## config.mk

```make
export PLATFORM = sky130hd
export DESIGN_NAME = seg_to_hex_capture
export DESIGN_NICKNAME = d
export VERILOG_FILES = /design/src/rtl/seg_to_hex_capture.sv
export SDC_FILE = /design/constraint.sdc
export NUM_CORES = 1
export LEC_CHECK = 0
export CAP_MARGIN = 20
export CORE_UTILIZATION = 50
export CTS_BUF_LIST = sky130_fd_sc_hd__clkbuf_4 sky130_fd_sc_hd__clkbuf_8
export CTS_CLUSTER_SIZE = 25
export DETAILED_ROUTE_END_ITERATION = 8
export PLACE_DENSITY = 0.82
export SYNTH_ARGS = -nofsm -noshare
export SYNTH_HDL_FRONTEND = slang
export SYNTH_SLANG_ARGS = --single-unit
```

## constraint.sdc

```tcl
create_clock -name clk -period 1.97 [get_ports clk]
set_input_delay 0.591 -clock clk [delete_from_list [all_inputs] [get_ports clk]]
set_output_delay 0.591 -clock clk [all_outputs]
set_load 0.02 [all_outputs]
```

## src/rtl/seg_to_hex_capture.sv

```systemverilog
// seg_to_hex_capture: watches a multiplexed active-low 7-segment bus and
// recovers the hex nibble shown on each digit. A pattern must hold for
// STABLE_CYCLES registered samples before it is committed.
// Optional feature macro: SEG_BLANK_EN treats 1111111 as a legal "blank"
// that clears the digit's valid flag without raising an error.
module seg_to_hex_capture #(
  parameter int unsigned NUM_DIGITS    = 4,
  parameter int unsigned STABLE_CYCLES = 3
) (
  input  logic                    clk,
  input  logic                    reset,
  input  logic [6:0]              in_SEG,
  input  logic [NUM_DIGITS-1:0]   in_DIGIT,
  input  logic                    in_CLR_ERR,
  output logic [4*NUM_DIGITS-1:0] out_HEX,
  output logic [NUM_DIGITS-1:0]   out_VALID,
  output logic                    out_UPDATE,
  output logic [2:0]              out_DIGIT,
  output logic                    out_ERR
);

  localparam int unsigned CNT_W = $clog2(STABLE_CYCLES + 1);
  localparam int unsigned HEX_W = 4 * NUM_DIGITS;

  typedef enum logic [1:0] {IDLE, SETTLE, HOLD} state_t;

  // Decode result packed as {legal, blank, nibble}.
  function automatic logic [5:0] decode_seg(input logic [6:0] seg);
    logic [5:0] r;
    r = 6'b000000;
    case (seg)
      7'b1000000: r = {2'b10, 4'h0};
      7'b1111001: r = {2'b10, 4'h1};
      7'b0100100: r = {2'b10, 4'h2};
      7'b0110000: r = {2'b10, 4'h3};
      7'b0011001: r = {2'b10, 4'h4};
      7'b0010010: r = {2'b10, 4'h5};
      7'b0000010: r = {2'b10, 4'h6};
      7'b1111000: r = {2'b10, 4'h7};
      7'b0000000: r = {2'b10, 4'h8};
      7'b0011000: r = {2'b10, 4'h9};
      7'b0001000: r = {2'b10, 4'hA};
      7'b0000011: r = {2'b10, 4'hB};
      7'b1000110: r = {2'b10, 4'hC};
      7'b0100001: r = {2'b10, 4'hD};
      7'b0000110: r = {2'b10, 4'hE};
      7'b0001110: r = {2'b10, 4'hF};
`ifdef SEG_BLANK_EN
      7'b1111111: r = {2'b11, 4'h0};
`endif
      default:    r = 6'b000000;
    endcase
    return r;
  endfunction

  // One-hot select to binary digit index.
  function automatic logic [2:0] digit_index(input logic [NUM_DIGITS-1:0] d);
    logic [2:0] idx;
    idx = '0;
    for (int i = 0; i < NUM_DIGITS; i++) begin
      if (d[i]) idx = 3'(i);
    end
    return idx;
  endfunction

  logic [NUM_DIGITS-1:0] dig_q, ref_dig_q, ref_dig_d;
  logic [6:0]            seg_q, ref_seg_q, ref_seg_d;
  state_t                state_q, state_d;
  logic [CNT_W-1:0]      cnt_q, cnt_d;
  logic [HEX_W-1:0]      hex_q, hex_d;
  logic [NUM_DIGITS-1:0] valid_q, valid_d;
  logic                  update_q, update_d;
  logic [2:0]            digit_q, digit_d;
  logic                  err_q, err_d;

  logic                  sel_zero, sel_onehot, same, start, commit;
  logic [5:0]            dec;

  // Input sample register, FSM state and registered outputs.
  always_ff @(posedge clk) begin
    if (reset) begin
      dig_q     <= '0;
      seg_q     <= '0;
      ref_dig_q <= '0;
      ref_seg_q <= '0;
      state_q   <= IDLE;
      cnt_q     <= '0;
      hex_q     <= '0;
      valid_q   <= '0;
      update_q  <= 1'b0;
      digit_q   <= '0;
      err_q     <= 1'b0;
    end else begin
      dig_q     <= in_DIGIT;
      seg_q     <= in_SEG;
      ref_dig_q <= ref_dig_d;
      ref_seg_q <= ref_seg_d;
      state_q   <= state_d;
      cnt_q     <= cnt_d;
      hex_q     <= hex_d;
      valid_q   <= valid_d;
      update_q  <= update_d;
      digit_q   <= digit_d;
      err_q     <= err_d;
    end
  end

  // Next-state, stability counting and commit decode.
  always_comb begin
    state_d   = state_q;
    ref_dig_d = ref_dig_q;
    ref_seg_d = ref_seg_q;
    cnt_d     = cnt_q;
    hex_d     = hex_q;
    valid_d   = valid_q;
    update_d  = 1'b0;
    digit_d   = digit_q;
    err_d     = in_CLR_ERR ? 1'b0 : err_q;
    start     = 1'b0;
    commit    = 1'b0;

    sel_zero   = (dig_q == '0);
    sel_onehot = !sel_zero && ((dig_q & (dig_q - NUM_DIGITS'(1))) == '0);
    same       = (dig_q == ref_dig_q) && (seg_q == ref_seg_q);
    dec        = decode_seg(seg_q);

    if (!sel_zero && !sel_onehot) begin
      // Multi-hot select: flag it and restart; the new error beats a clear.
      err_d   = 1'b1;
      state_d = IDLE;
      cnt_d   = '0;
    end else begin
      case (state_q)
        IDLE:   start = 1'b1;
        SETTLE: begin
          if (!same) begin
            start = 1'b1;
          end else if (cnt_q + CNT_W'(1) == CNT_W'(STABLE_CYCLES)) begin
            commit = 1'b1;
          end else begin
            cnt_d = cnt_q + CNT_W'(1);
          end
        end
        HOLD:    if (!same) start = 1'b1;
        default: state_d = IDLE;
      endcase

      // Fresh sample becomes the reference (or drops back to IDLE on no select).
      if (start) begin
        if (sel_zero) begin
          state_d = IDLE;
          cnt_d   = '0;
        end else begin
          ref_dig_d = dig_q;
          ref_seg_d = seg_q;
          cnt_d     = CNT_W'(1);
          if (STABLE_CYCLES == 1) commit = 1'b1;
          else                    state_d = SETTLE;
        end
      end

      // Commit the stable sample into the selected digit's slot.
      if (commit) begin
        state_d = HOLD;
        cnt_d   = '0;
        digit_d = digit_index(dig_q);
        for (int i = 0; i < NUM_DIGITS; i++) begin
          if (dig_q[i]) begin
            if (dec[5] && !dec[4]) begin
              hex_d[4*i +: 4] = dec[3:0];
              valid_d[i]      = 1'b1;
              update_d        = 1'b1;
            end else begin
              valid_d[i] = 1'b0;
              if (!dec[5]) err_d = 1'b1;
            end
          end
        end
      end
    end
  end

  assign out_HEX    = hex_q;
  assign out_VALID  = valid_q;
  assign out_UPDATE = update_q;
  assign out_DIGIT  = digit_q;
  assign out_ERR    = err_q;

endmodule

```

Word level (Yosys, flattened, before mapping)
Cells that the tools add are included.

Logic and storage cells: 118. Input bits: 14. Output and inout port bits: 25. Register bits after elaboration: 51.

Muxes and demuxes: 42. Eq/ne operators: 23. Bitwise gates (word level): 4. Reduce and logical (&&, ||, !) cells: 29. $add $sub $neg: 2.

Operator list (count): one-hot mux 6 bit (16 select lines) (1); 2-to-1 mux 1 bit (31); equality test 7 bit (second input constant) (4); equality test 7 x 5 -> 1 bit (second input constant) (3); equality test 7 x 6 -> 1 bit (second input constant) (3); AND reduction 3 bit (6); AND reduction 4 bit (4); equality test 7 x 2 -> 1 bit (second input constant) (2); equality test 7 x 4 -> 1 bit (second input constant) (2); 2-to-1 mux 2 bit (7); OR reduction 3 bit (3); zero test 4 bit (2); equality test 7 x 3 -> 1 bit (second input constant) (1); equality test 7 bit (1); zero test 7 bit (1); 2-to-1 mux 3 bit (2); bitwise AND 4 bit (1); equality test 2 bit (second input constant) (2); equality test 4 bit (1); logical AND 1 bit (4); inequality test 2 x 1 -> 1 bit (second input constant) (2); nonzero test 2 bit (2); OR reduction 2 bit (2); subtractor 4 x 1 -> 4 bit (second input constant) (1); other kinds (8) (12).

Depth between registers and ports, before layout
Gate-level depths: netlist of the first run.

Depth after elaboration: 17. Mapped depth: 8. Depth with buffers taken out: 7.

Least setup slack after synthesis of the first run
Ideal clock, no wire load.

Path kind: register to register. Start: register seg_q[6]. End: register err_q (netlist: out_ERR). Library setup time: 0.074 ns. Cell stages (with the launch flop): 7. Buffers on the path: 1. Clock period less this slack: 2.007 ns. Required time: 1.896 ns. Arrival: 1.933 ns. Slack: -0.037 ns. Path through: dfxtp_1 -> buf_6 -> xnor2_2 -> nand4_2 -> or4_4 -> or4_1 -> a31oi_1.

Word-level cells in the longest chain between the ends: 16. Elaborated cells between the ends (all ways): 37. Classes of those cells: eq/ne: 16; mux: 18; reduce/logical: 3.

RTL lines: start, declared (RTL line 67) `logic [6:0] seg_q, ref_seg_q, ref_seg_d;`; start signal, assigned (RTL line 95) `seg_q <= in_SEG;`; equality test 7 x 4 -> 1 bit, or another cell as far along (RTL line 31) `case (seg)`; one-hot mux 6 bit (16 select lines) (RTL line 31); 2-to-1 mux 1 bit / logical AND 1 bit (equally long branches) (RTL line 175, 169); 2-to-1 mux 1 bit (RTL line 169) `if (dec[5] && !dec[4]) begin`; 2-to-1 mux 1 bit (RTL line 168) `if (dig_q[i]) begin`; 2-to-1 mux 1 bit (RTL line 175) `if (!dec[5]) err_d = 1'b1;`; 2-to-1 mux 1 bit (RTL line 169); 2-to-1 mux 1 bit (RTL line 168); 2-to-1 mux 1 bit (RTL line 175); 2-to-1 mux 1 bit (RTL line 169); 2-to-1 mux 1 bit (RTL line 168); 2-to-1 mux 1 bit (RTL line 175); 2-to-1 mux 1 bit (RTL line 169); 2-to-1 mux 1 bit (RTL line 168); 2-to-1 mux 1 bit (*) (RTL line 163) `if (commit) begin`; 2-to-1 mux 1 bit (*) (RTL line 127) `if (!sel_zero && !sel_onehot) begin`; end signal, assigned (RTL line 104) `err_q <= err_d;`; end, declared (RTL line 74) `logic err_q, err_d;`.

Mark *: on every way between the ends. The rest lies on a longest branch, timed or not. The select of a mux whose other input is x is not followed. A chain may end at the register's enable or synchronous reset.

Worst setup path after layout of the first run
Start: register seg_q[4]. End: register hex_q[5] (netlist: out_HEX[5]).

Word-level cells in the longest chain between the ends: 6. Elaborated cells between the ends (all ways): 24. Classes of those cells: eq/ne: 16; mux: 4; reduce/logical: 4.

RTL lines: equality test 7 bit (RTL line 124) `same = (dig_q == ref_dig_q) && (seg_q == ref_seg_q);`; logical AND 1 bit (RTL line 124); 2-to-1 mux 1 bit (RTL line 136) `if (!same) begin`; 2-to-1 mux 1 bit (RTL line 133) `case (state_q)`; 2-to-1 mux 1 bit (RTL line 127); AND reduction 4 bit (no source line); end signal, assigned (RTL line 88) `hex_q <= '0;`; end signal, assigned (RTL line 100) `hex_q <= hex_d;`; end, declared (RTL line 70) `logic [HEX_W-1:0] hex_q, hex_d;`.

Parallel ways exist; a longest one is shown, timed or not. The select of a mux whose other input is x is not followed.

==> metrics.yaml, run 1 <==
drc: 0
grtUsageTotal_pct: 26.8
cp-end-kind: "flop"
design.core.area_sq_mm: 0.00479
netlist_area_sq_mm: 0.00251
post_drt_via_cell_ratio: 5.80
rr_startpoint: "seg_q[4]$_SDFF_PP0_"
final_layout_size_suffix_gt1_share_pct: 29.9
floorplan.rows: 25
fp.dieW_microns: 72.9
period_minus_slack_ns: 2.13
design_area_sq_mm: 0.00361
design.die.area_sq_mm: 0.00531
cts_made_buffers: 5
grt.overflow.total: 0
finalHoldViolations: 0
wire_per_inst_microns: 17.3
cts-hold-fix-buffers: 0
cts_tree: "yes"
hold_path_depth: 2
synthFlopType: "dfxtp_1"
finalPower_mw: 2.33
first_pass_iters: 4
powerDensity_mw_per_mm2: 646
async_flop_share_pct: 0
port_buffers: 37
start_util_pct: 52.4
ys_seq_area_share_pct: 39.9
fmax_mhz: 470
seq_area_sq_mm: 0.00102
rsz0062_at_grt: "yes"
clk_pin_slew_ns: 0.09
clock_skew_ns: 0.0195
critPathLaunch: "seg_q[4]$_SDFF_PP0_"
ir_drop_mv: 0.440
placed_area_sq_mm: 0.00324
insertion_delay_ns: 0.33
grt_max_degree: 23
synth_cell_types: 58
synth_nets: 299
p_leak_nw: 1.40
drt_iter0_drc: 132
n_antenna_cell: 0
synth-seq-cells: 50
hold_path.class: "flop to flop"
grt_pass1_wl_microns: 10800
yosys.area.top_type_share_pct: 39.9
fillerInstances: 309
root_buffer: "clkbuf_8"
layout_setup_ws_ns: -0.156
worstHoldStart: "out_HEX[8]$_SDFFE_PP0P_"
critPathMaxFanout: 7
fp.dieH_microns: 72.9
first_global_vias: 2342
setup-violations-final: 17
max_cap_violations: 0
netlist_top_cells_area: "dfxtp_1 (40%), mux2i_1 (8.0%), nand2_1 (6.7%), nor2b_1 (4.5%), xnor2_1 (2.8%)"
ioPinCount: 39
outcome: "complete, but fails checks"
yosysTopAreaCell: "dfxtp_1"
path_class: "flop to flop"
hpwl_microns: 4400
finalCritPeriodShare_pct: 108
nNetsFinal: 375
ant_nets: 0
routed_wl_microns: 7360
antenna_found_initial: 0
globalplace.congestion: 0.822
cts_max_path_buffers: 2
avgSynthCellArea_sq_um: 8.93
start_kind: "flop"
area_growth_pct: 43.9
finalMaxSlewViolations: 0
cp.required_ns: 2.18
whs_ns: 0.465
vias: 2465
yosysWarnings: 0
multi_input_area_sq_mm: 0.00155
violations: "negative setup slack"
worstPathArrival_ns: 2.34
synth_edf_count: 0
layout_commonest_cell: "buf_4"
r2r_setup_slack_ns: -0.16
htree_num_levels: 2
layout_common_cells: "buf_4 (45), nand2_1 (44), dfxtp_1 (41)"
rr_worst_depth: 7
syn_inst: 281
cts_sinks: 50
==> metal layers <==
| layer | track usage, % | part of all wire [%] |
|---|---|---|
| met2 | 48.3 | 52 |
| met4 | 15.0 | 4.1 |
| met5 | 0 | 0 |
| met1 | 29.8 | 39 |
| met3 | 4.70 | 4.5 |
==> final cells by class <==
cell class	instances	area share, %
multi-input cells	202	42.8
flip-flops and latches	50	28.3
repair buffers	90	22.6
well taps	67	2.32
clock buffers	5	1.91
clock inverters	3	1.21
inverters	8	0.832
==> cells by family (layout without fill, tap and decap cells) <==
group / count (synthesis) / in the layout / synth area share (%)
buf+inv: 29 / 106 / 5.58
mux: 24 / 24 / 9.77
other cells: 1 / 1 / 0.149
compound gates: 49 / 49 / 13.2
fa+ha+maj: 5 / 5 / 2.39
simple gates: 110 / 110 / 23.3
flops: 50 / 50 / 39.9
xor+xnor: 13 / 13 / 5.73
==> worst paths after layout <==
check	end
worst min register to register	out_HEX[8]$_SDFFE_PP0P_
worst max register to register	out_HEX[5]$_SDFFE_PP0P_
worst max-delay path	out_HEX[5]$_SDFFE_PP0P_
worst min-delay path	out_HEX[8]$_SDFFE_PP0P_
==> Yosys cell counts (7+ instances only) <==
cell / count
a21oi_1: 11
o21ai_0: 12
clkbuf_1: 9
dfxtp_1: 50
mux2i_1: 20
buf_2: 7
nor3_1: 7
xnor2_1: 8
inv_1: 7
nor2b_1: 18
nor2_1: 14
nand2_1: 45
==> state kept, by name, summed over array words and instances, names as in the netlist <==
register    cells
ref_dig_q       4
seg_q           7
dig_q           4
state_q         2
ref_seg_q       7
out_VALID       4
out_UPDATE      1
cnt_q           2
out_HEX        16
out_DIGIT       2
out_ERR         1
==> power breakdown <==
| group | total, mW | switching, mW | internal, mW |
|---|---|---|---|
| logic | 0.479 | 0.237 | 0.241 |
| registers | 1.09 | 0.0442 | 1.04 |
| clock network | 0.766 | 0.384 | 0.381 |
| total | 2.33 | 0.666 | 1.67 |
==> through the flow <==
step,setup TNS (ns),utilization [%],std cells,setup slack (ns)
2_1_floorplan,0,-,281,0.00278
3_3_place_gp,-4.27,67.7,412,-0.210
3_5_place_dp,-5.21,67.7,412,-0.254
4_1_cts,-0.146,72.6,422,-0.0344
5_1_grt,-2.94,75.5,425,-0.211
6_report,-1.42,75.5,425,-0.156
==> worst max-delay path, cell delays in order (launching register included) <==
cell and delay (ns):
dfxtp_4 0.39, buf_4 0.17, and4b_1 0.22, o21ai_2 0.25, nand3_4 0.16, buf_4 0.18
o2111ai_4 0.27, mux2_2 0.37
==> repair_timing <==
action,4_1_cts,5_1_grt
buffers inserted,2,3
resized for setup,28,19
setup endpoints to repair,33,31
pin swaps,8,10
(Power assumes the default switching activity.)
==> run 2: changes to the inputs <==
Settings changed: GPL_ROUTABILITY_DRIVEN set to 0.
==> results of run 2 <==
Final layout, timing and power as in run 1 (identical DEF).
==> variant 1: new RTL, settings of run 1 <==
The option `SEG_BLANK_EN` is turned on by a define.
--- a/src/rtl/seg_to_hex_capture.sv
+++ b/src/rtl/seg_to_hex_capture.sv
@@ -3,6 +3,8 @@
 // STABLE_CYCLES registered samples before it is committed.
 // Optional feature macro: SEG_BLANK_EN treats 1111111 as a legal "blank"
 // that clears the digit's valid flag without raising an error.
+`define SEG_BLANK_EN
+
 module seg_to_hex_capture #(
   parameter int unsigned NUM_DIGITS    = 4,
   parameter int unsigned STABLE_CYCLES = 3
Behaviour: not the same (Yosys sat finds a counterexample within 10 cycles, from zero or initial values and one cycle with reset high).
==> variant 1 against run 1 <==
Utilization is 4.7 points lower. Combinational power is 13% lower. Sequential cell count stayed put. Routed wire length is 7.4% lower. First-iteration DRC count is 29% lower. Setup slack better by 0.21 ns. Design area is 2.7% higher. Area after synthesis is 11% higher. Total power is 3.5% lower.
==> variant 1: results <==
[synth]
yosys-top-cells-count = dfxtp_1, nand2b_1, mux2i_1, nor2_1, xnor2_1
synth_cell_types = 55
synth.area.top_cells = dfxtp_1, mux2i_1, nand2b_1, xnor2_1, nor2b_1
synth_seq_area_share_pct = 35.9
synth-warning-count = 0
synth_nets = 324
async_reset_ff_share_pct = 0

[placed_design]
dp_hpwl_um = 4950
place_ws_ns = -0.164
place_congestion = 0.882

[critical_path]
r2r_end = out_ERR
slowest_stage = dfxtp_4
reg2reg_depth = 6
path_delay_family = compound AO/OA/AOI/OAI gates
crit_fanout = 11
reg2reg_from = seg_q[0]
reg2reg_slack_ns = 0.06
cp_slowest_stage_delay_ns = 0.41

[detailed_routing]
drtPass1Iterations = 4
postRouteAntennaNets = 0
drt_iter0_markers = 94
drt_wl_total_um = 6810
vias = 2432

[finish]
n_fill_cell = 404
fin_nets = 394
drive_above_1_share_pct = 23.6
num_antenna_cells = 0

[cts]
cts_max_level = 2
numCtsBuffers = 5
clk_pin_slew_ns = 0.10
clock_latency_ns = 0.32
cts_buffer_depth = 2

[sta]
setup_viol = 0
finalClockSkew_ns = 0.0122

[global_route]
grt_max_degree = 38
grt_pass1_wl_um = 11700
grtUsageTotal_pct = 25.0
grt_pass1_vias = 2488

[pwr]
ir_drop_v = 0.000403
power_leakage_nw = 1.48

[hold_path]
hold_path_class = reg -> reg
min_to = out_HEX[11]
min_from = out_HEX[11]
hold_depth = 2

[run_status]
status = finished clean
variant 1: what timing repair did:
item	in CTS	in global routing
resized for setup	10	14
gates cloned	0	0
pin swaps	1	1
setup endpoints to repair	24	24
endpoints found under the hold margin	0	0
setup buffers	1	0
variant 1: how the worst max path moves through the flow:
stage | endpoint | cells after the start | start | slack (ns)
5_1_grt | out_HEX[13] | 7 | seg_q[3] | -0.03
6_report | out_ERR | 6 | seg_q[0] | 0.06
4_1_cts | out_HEX[0] | 8 | seg_q[6] | 0.01
2_1_floorplan | out_HEX[0] | 6 | dig_q[0] | 0.16
3_5_place_dp | out_HEX[0] | 7 | seg_q[0] | -0.16
3_3_place_gp | out_HEX[0] | 7 | seg_q[0] | -0.09
variant 1: kinds of logic (layout without fill, tap and decap cells):
logic type	after synthesis	in the layout	share of synthesized area, %
simple gates	127	127	27.2
flops	50	50	35.9
compound gates	44	44	13.7
buf+inv	36	107	6.14
mux	28	28	10.0
xor+xnor	15	15	4.71
fa+ha+maj	5	5	2.15
other cells	1	1	0.134
variant 1: worst min-delay path: stages (launching register included):
cell,delay [ns]
dfxtp_1,0.32
nand2b_1,0.06
mux2i_1,0.06
variant 1: area by class of cell:
class	instances	area, µm²	share of cell area (%)
Multi-Input combinational cell	220	1660	44.9
Timing Repair Buffer	88	781	21.1
Tap cell	70	87.6	2.36
Clock inverter	3	45.0	1.21
Clock buffer	5	68.8	1.86
Inverter	11	41.3	1.11
Sequential cell	50	1020	27.5
variant 1: through the flow:
| step | hold slack, ns | instance area, µm² | util [%] | power [W] | instances |
|---|---|---|---|---|---|
| 6_report | 0.486 | 3710 | 70.8 | 0.00225 | 447 |
| 5_1_grt | 0.516 | 3710 | 70.8 | 0.00236 | 447 |
| 4_1_cts | 0.486 | 3650 | 69.7 | 0.00226 | 447 |
| 3_5_place_dp | 0.472 | 3510 | 67.1 | 0.00152 | 438 |
| 3_3_place_gp | 0.463 | 3510 | 67.1 | 0.00151 | 438 |
| 2_1_floorplan | 0.453 | 2790 | - | 0.00135 | 306 |
variant 1: metal layers:
layer | vias to the layer above | share of wire (%) | wire [µm] | GRT usage (%)
li1 | 1203 | - | - | -
met1 | 1151 | 46 | 3110 | 30.5
met2 | 61 | 49 | 3310 | 42.9
met3 | 17 | 3.2 | 219 | 3.93
met4 | 0 | 2.5 | 171 | 11.3
met5 | - | 0 | 0 | 0
variant 1: where the power goes:
| part | switching [W] | internal [W] | total (W) | leakage (nW) |
|---|---|---|---|---|
| registers | 0.0000431 | 0.00104 | 0.00109 | 0.411 |
| clock network | 0.000368 | 0.000378 | 0.000746 | 0.0504 |
| logic | 0.000199 | 0.000220 | 0.000419 | 1.02 |
| total | 0.000609 | 0.00164 | 0.00225 | 1.48 |
==> variant 2: new RTL, flow settings as in run 1 <==
Without the edit above. Register the inputs `in_SEG`, `in_DIGIT` and `in_CLR_ERR` before use, cleared by the reset. The logic sees them one clock later.
--- a/src/rtl/seg_to_hex_capture.sv
+++ b/src/rtl/seg_to_hex_capture.sv
@@ -23,6 +23,22 @@
   localparam int unsigned HEX_W = 4 * NUM_DIGITS;
 
   typedef enum logic [1:0] {IDLE, SETTLE, HOLD} state_t;
+
+  logic [6:0] in_SEG_q;
+  logic [NUM_DIGITS-1:0] in_DIGIT_q;
+  logic in_CLR_ERR_q;
+
+  always_ff @(posedge clk) begin
+    if (reset) begin
+      in_SEG_q     <= '0;
+      in_DIGIT_q   <= '0;
+      in_CLR_ERR_q <= '0;
+    end else begin
+      in_SEG_q     <= in_SEG;
+      in_DIGIT_q   <= in_DIGIT;
+      in_CLR_ERR_q <= in_CLR_ERR;
+    end
+  end
 
   // Decode result packed as {legal, blank, nibble}.
   function automatic logic [5:0] decode_seg(input logic [6:0] seg);
@@ -91,8 +107,8 @@
       digit_q   <= '0;
       err_q     <= 1'b0;
     end else begin
-      dig_q     <= in_DIGIT;
-      seg_q     <= in_SEG;
+      dig_q     <= in_DIGIT_q;
+      seg_q     <= in_SEG_q;
       ref_dig_q <= ref_dig_d;
       ref_seg_q <= ref_seg_d;
       state_q   <= state_d;
@@ -115,7 +131,7 @@
     valid_d   = valid_q;
     update_d  = 1'b0;
     digit_d   = digit_q;
-    err_d     = in_CLR_ERR ? 1'b0 : err_q;
+    err_d     = in_CLR_ERR_q ? 1'b0 : err_q;
     start     = 1'b0;
     commit    = 1'b0;
 
Function: changed (Yosys sat finds a counterexample within 4 cycles, from zero or initial values and one cycle with reset high).
==> variant 2 against run 1 <==
Critical path type unchanged. Design area increased by 8.5%. Sequential cell count is 12 higher. Hold slack got worse by 0.028 ns. Routed wire length shrank 7.6%. Non-clock buffer count fell by 11. Total power increased by 21%. Setup slack improved by 0.17 ns. Area after synthesis is 18% higher.
==> variant 2: results <==
[global_route]
grt_pass1_vias = 2294
use_met3_pct = 4.71
use_met1_pct = 29.5
grtUsageTotal_pct = 22.9

[synth]
synth_cell_types = 55
synth_nets = 332
synth_seq_area_share_pct = 42.0
muxShareOfSynthArea_pct = 6.94
synth-xor-area-share_pct = 4.45

[finish]
nonClkBufAreaFrac_pct = 17.8
num-nonclk-buffers = 79
seq_cells = 62
n_fill_cell = 416
areaGrowthSynthToFinish_pct = 32.5
layout.cells.non_filler = 456
clock_cell_area_share_pct = 4.95
fin_nets = 397
multi_input_area_share_pct = 41.5

[detailed_routing]
drt_iter0_markers = 182
wl_met1_um = 2990

[critical_path]
r2r_end = ref_seg_q[6]
arrival_ns = 2.18

[run_status]
status = finished clean

[cts]
ctsResizeCount = 9
cts_max_level = 3

[placed_design]
place_congestion = 0.963
[variant 2: cell count changes after synthesis, moves of 10 or more]
| cell | run 1 | this run |
|---|---|---|
| nand2_1 | 45 | 11 |
| o21ai_0 | 12 | 2 |
| dfxtp_1 | 50 | 62 |
| nand2b_1 | 1 | 12 |
| xor2_1 | 1 | 13 |
| nor2_1 | 14 | 25 |
[variant 2: worst max-delay path by stage]
| stage | slack (ns) | to |
|---|---|---|
| 3_5_place_dp | -0.11 | out_HEX[1] |
| 4_1_cts | 0.01 | ref_seg_q[3] |
| 6_report | 0.01 | ref_seg_q[6] |
| 2_1_floorplan | 0.07 | ref_dig_q[1] |
| 3_3_place_gp | -0.11 | out_HEX[1] |
| 5_1_grt | -0.11 | ref_seg_q[3] |
[variant 2: report_power, final]
| group | switching (W) | internal [W] | leakage (nW) |
|---|---|---|---|
| Sequential | 0.0000310 | 0.00129 | 0.512 |
| Combinational | 0.000201 | 0.000206 | 0.906 |
| Clock | 0.000501 | 0.000592 | 0.0917 |
